## src/rtl/dc_fill_ctrl.sv

```systemverilog
`default_nettype none
// ============================================================================
// Module   : dc_fill_ctrl
// Brief    : Data-cache miss/fill controller. It stalls the core, requests a
//            line and streams the returned beats into the cache data array.
//            Optional memory timeout with sticky error: DC_FILL_TIMEOUT_EN.
// Revision : 1.0
// ============================================================================
module dc_fill_ctrl #(
  parameter int ADDR_W      = 20,
  parameter int DATA_W      = 32,
  parameter int LINE_WORDS  = 8,
  parameter int TIMEOUT_CYC = 255
) (
  input  logic              clk,
  input  logic              rst_n,
  input  logic [ADDR_W-1:0] core_addr,
  input  logic              core_rd_en,
  input  logic              core_wr_en,
  input  logic              dc_miss,
  input  logic              dc_seg_fault,
  output logic              stall,
  output logic              mem_req_valid,
  output logic [ADDR_W-1:0] mem_req_addr,
  input  logic              mem_req_ready,
  input  logic              mem_rsp_valid,
  input  logic [DATA_W-1:0] mem_rsp_data,
  output logic              fill_we,
  output logic [ADDR_W-1:0] fill_addr,
  output logic [DATA_W-1:0] fill_data,
  output logic              fill_done,
  output logic              fill_err
);

  localparam int CNT_W = $clog2(LINE_WORDS);
  localparam logic [ADDR_W-1:0] C_LINE_MASK = ADDR_W'(LINE_WORDS * 4 - 1);
  localparam logic [CNT_W-1:0]  C_LAST_BEAT = CNT_W'(LINE_WORDS - 1);

  localparam logic [2:0] ST_IDLE  = 3'd0;
  localparam logic [2:0] ST_REQ   = 3'd1;
  localparam logic [2:0] ST_BURST = 3'd2;
  localparam logic [2:0] ST_DONE  = 3'd3;
`ifdef DC_FILL_TIMEOUT_EN
  localparam logic [2:0] ST_ERR   = 3'd4;
  localparam int TMO_W = $clog2(TIMEOUT_CYC + 1);
  localparam logic [TMO_W-1:0] C_TMO_LAST = TMO_W'(TIMEOUT_CYC - 1);
  logic [TMO_W-1:0] r_tmo;
`endif

  logic [2:0]        r_state;
  logic [ADDR_W-1:0] r_base;
  logic [CNT_W-1:0]  r_cnt;
  logic              r_fill_we;
  logic [ADDR_W-1:0] r_fill_addr;
  logic [DATA_W-1:0] r_fill_data;
  logic              w_miss_start;

  assign w_miss_start = (r_state == ST_IDLE) & dc_miss & (core_rd_en | core_wr_en) & ~dc_seg_fault;

  // stall must cover the miss cycle itself, before the FSM has left IDLE
  assign stall         = (r_state != ST_IDLE) | w_miss_start;
  assign mem_req_valid = (r_state == ST_REQ);
  assign mem_req_addr  = (r_state == ST_REQ) ? r_base : '0;
  assign fill_we       = r_fill_we;
  assign fill_addr     = r_fill_addr;
  assign fill_data     = r_fill_data;
  assign fill_done     = (r_state == ST_DONE);
`ifdef DC_FILL_TIMEOUT_EN
  assign fill_err      = (r_state == ST_ERR);
`else
  assign fill_err      = 1'b0;
`endif

  always_ff @(posedge clk or negedge rst_n) begin
    if (!rst_n) begin
      r_state     <= ST_IDLE;
      r_base      <= '0;
      r_cnt       <= '0;
      r_fill_we   <= 1'b0;
      r_fill_addr <= '0;
      r_fill_data <= '0;
`ifdef DC_FILL_TIMEOUT_EN
      r_tmo       <= '0;
`endif
    end else begin
      r_fill_we <= 1'b0;
      case (r_state)
        ST_IDLE: begin
          if (w_miss_start) begin
            r_base  <= core_addr & ~C_LINE_MASK;
            r_state <= ST_REQ;
`ifdef DC_FILL_TIMEOUT_EN
            r_tmo   <= '0;
`endif
          end
        end
        ST_REQ: begin
          if (mem_req_ready) begin
            r_cnt   <= '0;
            r_state <= ST_BURST;
`ifdef DC_FILL_TIMEOUT_EN
            r_tmo   <= '0;
          end else if (r_tmo == C_TMO_LAST) begin
            r_state <= ST_ERR;
          end else begin
            r_tmo   <= r_tmo + 1'b1;
`endif
          end
        end
        ST_BURST: begin
          if (mem_rsp_valid) begin
            r_fill_we   <= 1'b1;
            r_fill_data <= mem_rsp_data;
            // base has its offset bits cleared, so OR acts as the add
            r_fill_addr <= r_base | ADDR_W'({r_cnt, 2'b00});
            r_cnt       <= r_cnt + 1'b1;
            if (r_cnt == C_LAST_BEAT) r_state <= ST_DONE;
`ifdef DC_FILL_TIMEOUT_EN
            r_tmo       <= '0;
          end else if (r_tmo == C_TMO_LAST) begin
            r_state <= ST_ERR;
          end else begin
            r_tmo   <= r_tmo + 1'b1;
`endif
          end
        end
        ST_DONE: r_state <= ST_IDLE;
`ifdef DC_FILL_TIMEOUT_EN
        ST_ERR:  r_state <= ST_ERR;
`endif
        default: r_state <= ST_IDLE;
      endcase
    end
  end

endmodule
`default_nettype wire

```

## config.mk

```make
export PLATFORM = sky130hd
export DESIGN_NAME = dc_fill_ctrl
export DESIGN_NICKNAME = d
export VERILOG_FILES = /design/src/rtl/dc_fill_ctrl.sv
export SDC_FILE = /design/constraint.sdc
export NUM_CORES = 1
export LEC_CHECK = 0
export BUFFER_PORTS_ARGS = -buffer_cell sky130_fd_sc_hd__buf_2
export CAP_MARGIN = 40
export CORE_ASPECT_RATIO = 1.75
export CORE_UTILIZATION = 47
export DETAILED_ROUTE_END_ITERATION = 7
export PLACE_DENSITY = 0.8
export SKIP_CTS_REPAIR_TIMING = 1
export SKIP_LAST_GASP = 1
export SYNTH_ARGS = -nofsm -noshare
export SYNTH_HDL_FRONTEND = slang
export SYNTH_SLANG_ARGS = --single-unit
export TNS_END_PERCENT = 50
```

## constraint.sdc

```tcl
create_clock -name clk -period 2.4 [get_ports clk]
set_input_delay 0.36 -clock clk [delete_from_list [all_inputs] [get_ports clk]]
set_output_delay 0.36 -clock clk [all_outputs]
set_load 0.005 [all_outputs]
```

==> impl_summary.log, run 1 <==
[metrics] max-slew violation count: 0
[metrics] Final Core Density: 61.89%
[metrics] combined global-route utilization of all metal layers: 18.95%
[metrics] number of fill cells in the layout: 512
[metrics] worst hold slack after final layout: -7.122 ps
[metrics] commonest cells after routing, fill and taps aside: sky130_fd_sc_hd__buf_2, sky130_fd_sc_hd__dfrtp_1, sky130_fd_sc_hd__mux2_2
[metrics] aggregate global routing overflow: 0
[metrics] Port Buffers: 123
[metrics] chip height: 108.4 µm
[metrics] first-pass GRT wire length: 9591 µm
[metrics] floorplan row count: 38
[metrics] met1 GRT Util: 20.89%
[metrics] adder and majority gate portion of the synthesized area: 2.469%
[metrics] Non-Filler Cell Area, Final: 3855 µm²
[metrics] GR peak layer: met2
[metrics] die outline width: 62.80 µm
[metrics] final clock period utilization by the worst path: 78.15%
[metrics] average cell area after synthesis: 14.55 µm²
[metrics] achievable frequency: 533.2 MHz
[metrics] P per Cell Area: 1226 nW/µm²
[metrics] failing checks: hold timing
[metrics] overall via count from detail_route: 2065
[metrics] clock latency on the worst-skew pair: 340 ps
[metrics] post-synthesis simple-gate area fraction: 5.761%
[metrics] Peak VDD IR: 0.5077 mV
[metrics] maxcap violations: 0
[metrics] count of nets after finishing: 405
[metrics] accumulated negative setup slack: 0 ps
[metrics] antenna diode count: 0
[metrics] final critical delay including setup and external delays: 1876 ps
[metrics] pre-CTS setup slack: 557.7 ps
[metrics] area share of xor/xnor cells in the synthesized design: 0%
[metrics] clock tree from TritonCTS: built
[metrics] GR met2 Demand/Resource: 33.07%
[metrics] Data arrival, critical path: 1520 ps
[metrics] met3 demand-to-capacity share in global routing: 4.430%
[metrics] leading cell type in the layout, fill and taps excluded: sky130_fd_sc_hd__buf_2
[metrics] largest net degree at the start of global routing: 33
[metrics] GP Congestion: 0.8071
[metrics] mux contribution to synthesized area: 25.68%
[metrics] post-DR vias/cell: 4.870
[metrics] post-route antenna net violation count: 0
[metrics] Total Routed Length: 5880 µm
[metrics] kind of path behind the tightest hold check: input port to asynchronous set/reset pin
[metrics] share of synthesized area occupied by flip-flops and latches: 58.44%
[metrics] maximum clock insertion buffer count: 2
[metrics] endpoint kind of the worst setup timing path: output port
[metrics] Final HPWL DP: 4388 µm
[metrics] placed cell area: 3704 µm²
[metrics] Final Worst Setup Slack: 524.5 ps
[metrics] Synth Warn #: 0
[metrics] RSZ-0062 raised after global routing: false
[metrics] CTS buffer count: 9
[metrics] number of instances in the synthesized netlist: 209
[metrics] fraction of layout cells with a size suffix above 1: 60.47%
[metrics] starting density of the core: 48.81%
[metrics] count of endpoints failing setup in the final report: 0
[metrics] number of unique standard cell types used by synthesis: 27
[metrics] clk sink count: 71
[metrics] number of global-route vias before repair: 2057
[metrics] number of antenna violations at the first check in global routing: 0
[metrics] Static Leak: 1.993 nW
[metrics] io pins: 137
[metrics] worst endpoint required time: 2040 ps
[metrics] synthesis-stage register bit count: 71
[metrics] clock root cell: sky130_fd_sc_hd__clkbuf_8
[metrics] kind of critical path: flop to output port
[metrics] iteration-0 DRC count of the detailed router: 79
[metrics] CTS HTree Levels: 3
[metrics] CP Launch Type: flop
[metrics] area of the core: 6228 µm²
[metrics] DRC viols: 0
[metrics] largest driver fanout on the critical path: 19
[metrics] Netlist Area Pre-Place: 3040 µm²
[metrics] transition time at the pin with the least slew margin: 527.7 ps
[metrics] Routed WL per cell: 13.87 µm
[metrics] DR pass1 iterations: 4
[metrics] synthesis-to-layout area growth: 26.79%
[metrics] dominant combinational cell family by area after synthesis: multiplexers
[metrics] final hold vios: 19
[metrics] Post-Route Skew: 9.994 ps
[metrics] relative slew slack: 64.82%
[metrics] total die area: 6808 µm²
[metrics] compound-gate portion of the synthesized area: 2.716%
[metrics] clock-pin transition on the worst setup and hold timing paths: 70 ps
[metrics] status: finished with violations
-- synthesized netlist by cell type (all sizes together) --
cell type,count,area [µm²]
a31oi,2,12.51
mux2,66,780.7
a21oi,3,15.01
dfrtp,71,1777
a22oi,1,7.510
nor3,1,5.000
inv,6,22.52
buf,15,116.4
and2,15,93.84
conb,1,3.750
and3,1,6.260
nand2b,1,13.76
nor2,2,7.510
o221ai,2,17.52
ha,6,75.07
a32o,1,10.01
nand2,5,21.27
or3b,1,8.760
clkbuf,2,7.510
nor2b,3,18.77
o21ai,4,20.02
-- routing by layer --
| metal | vias to the layer above | routed length, µm | share of wire (%) |
|---|---|---|---|
| met4 | 0 | 134 | 2.3 |
| li1 | 970 | - | - |
| met5 | - | 0 | 0 |
| met3 | 10 | 274 | 4.7 |
| met1 | 1006 | 2273 | 39 |
| met2 | 79 | 3198 | 54 |
-- cell families after synthesis --
group                      Yosys count
DFF                                 71
muxes                               66
and+or+nand+nor                     29
buffers and inverters               23
AOI/OAI and AO/OA                   13
adders and majority gates            6
other                                1
-- per-stage QoR --
step                cells  power, W
floorplan             216  0.003229
global route          424  0.005082
CTS                   424  0.004800
detailed placement    408  0.004024
global placement      408  0.003927
finish                424  0.004728
-- final cells by class --
class	instances	area [µm²]	share of cell area [%]
Clock buffer	15	146.4	3.797
Inverter	6	22.52	0.5842
Clock inverter	1	5.005	0.1298
Tap cell	80	100.1	2.597
Timing Repair Buffer	129	660.6	17.14
Sequential cell	71	1777	46.09
Multi-Input combinational cell	122	1144	29.67
-- registers in the layout (all words and copies together) (netlist names) --
name       count
r_state        2
r_cnt          3
r_base        15
fill_data     32
fill_we        1
fill_addr     18
-- worst max-delay path: stages (launching register included) --
cell                      delay, ps
sky130_fd_sc_hd__dfrtp_1        410
sky130_fd_sc_hd__inv_1           90
sky130_fd_sc_hd__ha_1           150
sky130_fd_sc_hd__buf_4          230
sky130_fd_sc_hd__and2_1         180
sky130_fd_sc_hd__buf_2          110
-- path summary, 6_finish.rpt --
check	from	to	slack, ps	cells after the start
min	rst_n	fill_data[30]	-7	1
max reg2reg	r_state[0]	fill_data[1]	570	6
min in group clk	mem_rsp_data[4]	fill_data[4]	250	2
max in group asynchronous	rst_n	r_base[13]	1690	2
max	r_state[1]	mem_req_addr[13]	520	5
min reg2reg	fill_addr[2]	fill_addr[2]	500	1
-- power breakdown --
part	leakage, nW	internal (W)	switching [W]
clock	0.0757	0.000376	0.000385
combinational	1.07	0.00111	0.000734
sequential	0.852	0.00180	0.000323
(Power assumes the default switching activity.)
==> run 2: changes to the inputs <==
Settings changed: ABC_AREA set to 1.
Clock period 2.4 ns to 2 ns, I/O delays scaled along.
==> impl_summary.log, run 2 <==
[metrics] Netlist Area Pre-Place: 3030 µm² (-0.33%)
[metrics] overall via count from detail_route: 2507 (+21%)
[metrics] Synth Warn #: 0 (unchanged)
[metrics] number of global-route vias before repair: 2293 (+11%)
[metrics] Post-Route Skew: 6.937 ps (-3.057 ps)
[metrics] post-DR vias/cell: 4.493 (-7.8%)
[metrics] aggregate global routing overflow: 0 (unchanged)
[metrics] Routed WL per cell: 11.23 µm (-19%)
[metrics] number of unique standard cell types used by synthesis: 17 (-37%)
[metrics] synthesis-to-layout area growth: 27.66%
[metrics] number of instances in the synthesized netlist: 349 (+67%)
[metrics] Final Worst Setup Slack: 140.4 ps (-384.0 ps)
[metrics] fraction of layout cells with a size suffix above 1: 32.64% (-28 points)
[metrics] clock root cell: sky130_fd_sc_hd__clkbuf_8
[metrics] endpoint kind of the worst setup timing path: output port
[metrics] achievable frequency: 537.8 MHz
[metrics] area of the core: 6228 µm² (unchanged)
[metrics] RSZ-0062 raised after global routing: false
[metrics] die outline width: 62.70 µm (-0.16%)
[metrics] clk sink count: 71 (unchanged)
[metrics] commonest cells after routing, fill and taps aside: sky130_fd_sc_hd__nand2_1, sky130_fd_sc_hd__buf_2, sky130_fd_sc_hd__dfrtp_1
[metrics] status: finished clean
[metrics] max reg flops: 32 (unchanged)
[metrics] final critical delay including setup and external delays: 1860 ps
[metrics] Final HPWL DP: 4441 µm (+1.2%)
[metrics] P per Cell Area: 1437 nW/µm² (+17%)
[metrics] pre-CTS setup slack: 357.0 ps (-200.7 ps)
[metrics] Port Buffers: 123 (unchanged)
[metrics] largest net degree at the start of global routing: 72 (+120%)
[metrics] number of antenna violations at the first check in global routing: 0 (unchanged)
[metrics] Non-Filler Cell Area, Final: 3869 µm² (+0.36%)
[metrics] number of fill cells in the layout: 551 (+7.6%)
[metrics] CTS HTree Levels: 3 (unchanged)
[metrics] kind of path behind the tightest hold check: input port to flop
[metrics] most area-hungry cell type in the Yosys netlist: sky130_fd_sc_hd__dfrtp_1
[metrics] GP Congestion: 0.7476 (-7.4%)
[metrics] Data arrival, critical path: 1560 ps (+40 ps)
[metrics] clock tree from TritonCTS: built
[metrics] share of async-settable or async-resettable flops after synthesis: 100.0% (unchanged)
[metrics] Total Routed Length: 6264 µm (+6.5%)
[metrics] count of nets after finishing: 539 (+33%)
[metrics] clock-pin transition on the worst setup and hold timing paths: 70 ps (about the same)
[metrics] library cell with the highest instance count after synthesis: sky130_fd_sc_hd__nand2_1
[metrics] cells taking the most area after synthesis: sky130_fd_sc_hd__dfrtp_1, sky130_fd_sc_hd__nand2_1, sky130_fd_sc_hd__inv_1
[metrics] share of synthesized area occupied by flip-flops and latches: 58.63% (+0.19 points)
[metrics] register-to-register path setup slack: 350 ps (-220 ps)
[metrics] chip height: 108.2 µm (-0.16%)
[metrics] count of endpoints failing setup in the final report: 0 (unchanged)
[metrics] clock latency on the worst-skew pair: 340 ps (about the same)
[metrics] kind of critical path: flop to output port
[metrics] maxcap violations: 0 (unchanged)
[metrics] Peak VDD IR: 0.7519 mV (+48%)
[metrics] accumulated negative setup slack: 0 ps (unchanged)
[metrics] relative slew slack: 61.41% (-3.4 points)
[metrics] transition time at the pin with the least slew margin: 578.0 ps (+50.32 ps)
[metrics] final clock period utilization by the worst path: 92.98%
[metrics] CP Launch Type: flop
[metrics] iteration-0 DRC count of the detailed router: 137 (+73%)
[metrics] DR pass1 iterations: 4 (unchanged)
[metrics] number of enable-type register cells in the synthesized netlist: 0 (unchanged)
[metrics] starting density of the core: 48.65% (-0.16 points)
[metrics] largest driver fanout on the critical path: 4 (-15)
[metrics] dominant register cell in the synthesized netlist: sky130_fd_sc_hd__dfrtp_1
[metrics] post-route antenna net violation count: 0 (unchanged)
[metrics] combined global-route utilization of all metal layers: 19.55% (+0.60 points)
[metrics] io pins: 137 (unchanged)
[metrics] synthesis-stage register bit count: 71 (unchanged)
[metrics] total die area: 6786 µm² (-0.32%)
[metrics] worst endpoint required time: 1700 ps (-340 ps)
[metrics] placed cell area: 3672 µm² (-0.84%)
[metrics] Final Core Density: 62.11% (+0.22 points)
[metrics] maximum clock insertion buffer count: 2 (unchanged)
[metrics] floorplan row count: 38 (unchanged)
[metrics] average cell area after synthesis: 8.683 µm² (-40%)
[metrics] share of Yosys cell area claimed by the top area cell type: 58.63% (+0.19 points)
[metrics] CTS buffer count: 9 (unchanged)
[metrics] Static Leak: 2.377 nW (+19%)
[metrics] most common library cells after synthesis: sky130_fd_sc_hd__nand2_1, sky130_fd_sc_hd__dfrtp_1, sky130_fd_sc_hd__inv_1
[metrics] first-pass GRT wire length: 10010 µm (+4.3%)
[metrics] max-slew violation count: 0 (unchanged)
[metrics] leading cell type in the layout, fill and taps excluded: sky130_fd_sc_hd__nand2_1
[metrics] antenna diode count: 0 (unchanged)
[metrics] DRC viols: 0 (unchanged)
[metrics] final hold vios: 0 (-19)
==> run 2: routing by layer <==
layer / routed length (µm) / track usage [%]
met3: 301 / 5.063
met5: 0 / 0
met2: 3330 / 35.71
met4: 157 / 11.79
met1: 2475 / 19.60
==> run 2: cell families after synthesis <==
logic type | Yosys count | share of synthesized area, %
other | 1 | 0.1237
adder cells (fa/ha/maj) | 6 | 2.477
buffers and inverters | 62 | 10.03
AND/OR/NAND/NOR | 176 | 22.17
flip-flops | 71 | 58.63
AO/OA/AOI/OAI | 33 | 6.565
==> run 2: per-stage QoR <==
step           instances  power [W]  hold WS (ps)
6_report             558   0.005559         148.8
3_5_place_dp         540   0.004596         371.3
3_3_place_gp         540   0.004496         347.3
4_1_cts              556   0.005635        -11.03
2_1_floorplan        356   0.003646         4.409
5_1_grt              558   0.006053         131.9
==> run 2: worst max-delay path, cell delays in order, from the launching register on <==
cell                      delay [ps]
sky130_fd_sc_hd__dfrtp_1         420
sky130_fd_sc_hd__inv_1           100
sky130_fd_sc_hd__ha_2            190
sky130_fd_sc_hd__nand2_1          60
sky130_fd_sc_hd__nor2_2          130
sky130_fd_sc_hd__nand2_2          60
sky130_fd_sc_hd__nand2_1         110
sky130_fd_sc_hd__buf_2           130
==> run 2: final timing paths <==
check / from / endpoint / cells after the start
max: r_state[1] / stall / 7
min: mem_rsp_data[8] / fill_data[8] / 3
max reg2reg: r_state[0] / r_cnt[2] / 6
min reg2reg: fill_data[4] / fill_data[4] / 2
max in group asynchronous: rst_n / fill_data[4] / 3
min in group asynchronous: rst_n / fill_data[25] / 3
==> run 2: report_power, final <==
part | total [W] | switching [W] | internal [W] | leakage [nW]
sequential | 0.00243 | 0.000336 | 0.00209 | 0.867
combinational | 0.00212 | 0.00118 | 0.000947 | 1.42
clock | 0.00101 | 0.000495 | 0.000514 | 0.0894
total | 0.00556 | 0.00201 | 0.00355 | 2.38
==> run 2: final cells by class <==
cell class / instances / area, µm² / share of cell area, %
multi-input cells: 223 / 980.9 / 25.36
flip-flops and latches: 71 / 1777 / 45.92
well taps: 80 / 100.1 / 2.587
clock inverters: 3 / 17.52 / 0.4528
inverters: 39 / 146.4 / 3.784
clock buffers: 13 / 158.9 / 4.107
repair buffers: 129 / 688.2 / 17.79
==> run 3: changes to the inputs <==
Settings changed: RECOVER_POWER set to 25.
==> impl_summary.log, run 3 (same netlist as run 2, synthesis figures left out) <==
[metrics] clock tree from TritonCTS: built
[metrics] antenna diode count: 0 (unchanged)
[metrics] die outline width: 62.70 µm (unchanged)
[metrics] floorplan row count: 38 (unchanged)
[metrics] fraction of layout cells with a size suffix above 1: 32.64% (unchanged)
[metrics] post-route antenna net violation count: 0 (unchanged)
[metrics] final hold vios: 0 (unchanged)
[metrics] first-pass GRT wire length: 10010 µm (unchanged)
[metrics] relative slew slack: 38.07% (-23 points)
[metrics] Static Leak: 2.373 nW (-0.20%)
[metrics] synthesis-to-layout area growth: 27.25%
[metrics] Total Routed Length: 6281 µm (+0.27%)
[metrics] combined global-route utilization of all metal layers: 19.55% (unchanged)
[metrics] Post-Route Skew: 6.516 ps (-0.4217 ps)
[metrics] achievable frequency: 536.8 MHz (-0.18%)
[metrics] clock root cell: sky130_fd_sc_hd__clkbuf_8
[metrics] Data arrival, critical path: 1560 ps (about the same)
[metrics] Flop pwr share: 43.6% (about the same)
[metrics] final clock period utilization by the worst path: 93.15% (+0.17 points)
[metrics] number of antenna violations at the first check in global routing: 0 (unchanged)
[metrics] maximum clock insertion buffer count: 2 (unchanged)
[metrics] clk sink count: 71 (unchanged)
[metrics] number of global-route vias before repair: 2293 (unchanged)
[metrics] share of total power in combinational logic: 38.2% (about the same)
[metrics] maxcap violations: 0 (unchanged)
[metrics] area of the core: 6228 µm² (unchanged)
[metrics] register-to-register path setup slack: 350 ps (about the same)
[metrics] DR pass1 iterations: 5 (+1)
[metrics] max-slew violation count: 0 (unchanged)
[metrics] Worst Setup SP: r_state[0]
[metrics] accumulated negative setup slack: 0 ps (unchanged)
[metrics] RR Endpoint: r_cnt[2]
[metrics] final critical delay including setup and external delays: 1863 ps (+3.427 ps)
[metrics] kind of path behind the tightest hold check: input port to flop
[metrics] Routed WL per cell: 11.26 µm (+0.27%)
[metrics] largest driver fanout on the critical path: 4 (unchanged)
[metrics] starting density of the core: 48.65% (unchanged)
[metrics] worst endpoint required time: 1700 ps (about the same)
[metrics] metal1 wirelength: 2493 µm (+0.73%)
[metrics] CTS HTree Levels: 3 (unchanged)
[metrics] commonest cells after routing, fill and taps aside: sky130_fd_sc_hd__nand2_1, sky130_fd_sc_hd__buf_2, sky130_fd_sc_hd__dfrtp_1
[metrics] P per Cell Area: 1441 nW/µm² (+0.25%)
[metrics] leading cell type in the layout, fill and taps excluded: sky130_fd_sc_hd__nand2_1
[metrics] RSZ-0062 raised after global routing: false
[metrics] transition time at the pin with the least slew margin: 929.0 ps (+351.0 ps)
[metrics] post-DR vias/cell: 4.473 (-0.44%)
[metrics] total die area: 6786 µm² (unchanged)
[metrics] DRC viols: 0 (unchanged)
[metrics] clock-pin transition on the worst setup and hold timing paths: 70 ps (about the same)
[metrics] largest net degree at the start of global routing: 72 (unchanged)
[metrics] GP Congestion: 0.7476 (unchanged)
[metrics] Worst Reg-to-Reg Cells: 6 (unchanged)
[metrics] aggregate global routing overflow: 0 (unchanged)
[metrics] crit path cell chain: inv_1, ha_2, nand2_1, nor2_2, nand2_2, nand2_1, buf_2
[metrics] slowest stage cell on the critical path: sky130_fd_sc_hd__dfrtp_1
[metrics] Switching Fraction: 36.14% (about the same)
[metrics] io pins: 137 (unchanged)
[metrics] Final Core Density: 61.91% (-0.20 points)
[metrics] CP Buf/Inv Count: 2 (unchanged)
[metrics] count of endpoints failing setup in the final report: 0 (unchanged)
[metrics] Highest Signal Layer: met4
[metrics] CTS buffer count: 9 (unchanged)
[metrics] detailed route wirelength on metal3: 285 µm (-5.3%)
[metrics] iteration-0 DRC count of the detailed router: 127 (-7.3%)
[metrics] CP Launch Type: flop
[metrics] capturing instance or port of the critical path: stall
[metrics] kind of critical path: flop to output port
[metrics] Switching Power: 0.002008 W (about the same)
[metrics] endpoint kind of the worst setup timing path: output port
[metrics] Peak VDD IR: 0.7513 mV (about the same)
[metrics] Port Buffers: 123 (unchanged)
[metrics] delay of the slowest critical-path stage: 410 ps (about the same)
[metrics] Final HPWL DP: 4441 µm (unchanged)
[metrics] internal power contribution: 0.003547 W (about the same)
[metrics] kind of cell adding the most delay to the critical path: flip-flops
[metrics] total stage count of the critical path: 7 (unchanged)
[metrics] clock latency on the worst-skew pair: 340 ps (about the same)
[metrics] max reg flops: 32 (unchanged)
[metrics] library cell appearing most often on the critical path: sky130_fd_sc_hd__nand2_1
[metrics] overall via count from detail_route: 2496 (-0.44%)
[metrics] met2 routed WL: 3341 µm (+0.33%)
[metrics] chip height: 108.2 µm (unchanged)
[metrics] status: finished clean
[metrics] count of nets after finishing: 539 (unchanged)
[metrics] portion of total power attributed to the clock network: 18.2% (about the same)
[metrics] origin of the critical flop-to-flop path: r_state[0]
[metrics] number of fill cells in the layout: 553 (+0.36%)
run 3: cell count changes in the layout (fill, tap and decap cells not counted), sizes merged:
cell | before | now
clkbuf | 13 | 14
buf | 128 | 127
run 3: how the worst min path moves through the flow:
stage                startpoint            end  slack (ps)  depth (start not counted)
6_report       mem_rsp_data[28]  fill_data[28]         150                          3
5_1_grt         mem_rsp_data[9]   fill_data[9]         130                          3
4_1_cts                   rst_n  fill_addr[17]         -10                          2
3_5_place_dp              rst_n      r_base[6]         370                          2
3_3_place_gp              rst_n     r_state[0]         350                          2
2_1_floorplan             rst_n  fill_addr[10]           4                          0
run 3: per-stage QoR:
step	setup slack, ps	power (W)	cell area (µm²)	std cells	hold WS (ps)
floorplan	502.1	0.003646	3057	356	4.409
global placement	438.4	0.004496	3672	540	347.3
detailed placement	357.0	0.004596	3672	540	371.3
CTS	121.4	0.005635	3849	556	-11.03
global route	1.253	0.006049	3856	558	131.9
finish	137.0	0.005555	3856	558	146.2
run 3: routing by layer:
metal | global-route usage, % | vias up
met4 | 11.79 | 0
met5 | 0 | -
met3 | 5.063 | 11
met2 | 35.71 | 83
li1 | - | 1276
met1 | 19.60 | 1126
run 3: layout make-up:
class	instances	area [µm²]	share of cell area, %
clock inverter	3	17.52	0.4543
timing repair buffer	129	675.6	17.52
sequential	71	1777	46.07
inverter	39	146.4	3.796
tap	80	100.1	2.596
clock buffer	13	158.9	4.121
multi-input combinational	223	980.9	25.44
run 3: power groups by stage:
stage	clock [W]	combinational [W]	sequential, W
finish	0.00101	0.00212	0.00242
global route	0.00110	0.00244	0.00250
CTS	0.00105	0.00216	0.00242
detailed placement	0	0.00215	0.00245
global placement	0	0.00208	0.00242
floorplan	0	0.00118	0.00247
run 3: worst reg2reg max path: stages (launching register included):
cell and delay, ps:
sky130_fd_sc_hd__dfrtp_1 410, sky130_fd_sc_hd__inv_1 110, sky130_fd_sc_hd__ha_1 260, sky130_fd_sc_hd__nand2_2 110, sky130_fd_sc_hd__inv_2 440, sky130_fd_sc_hd__nand3_1 120, sky130_fd_sc_hd__o21ai_0 110
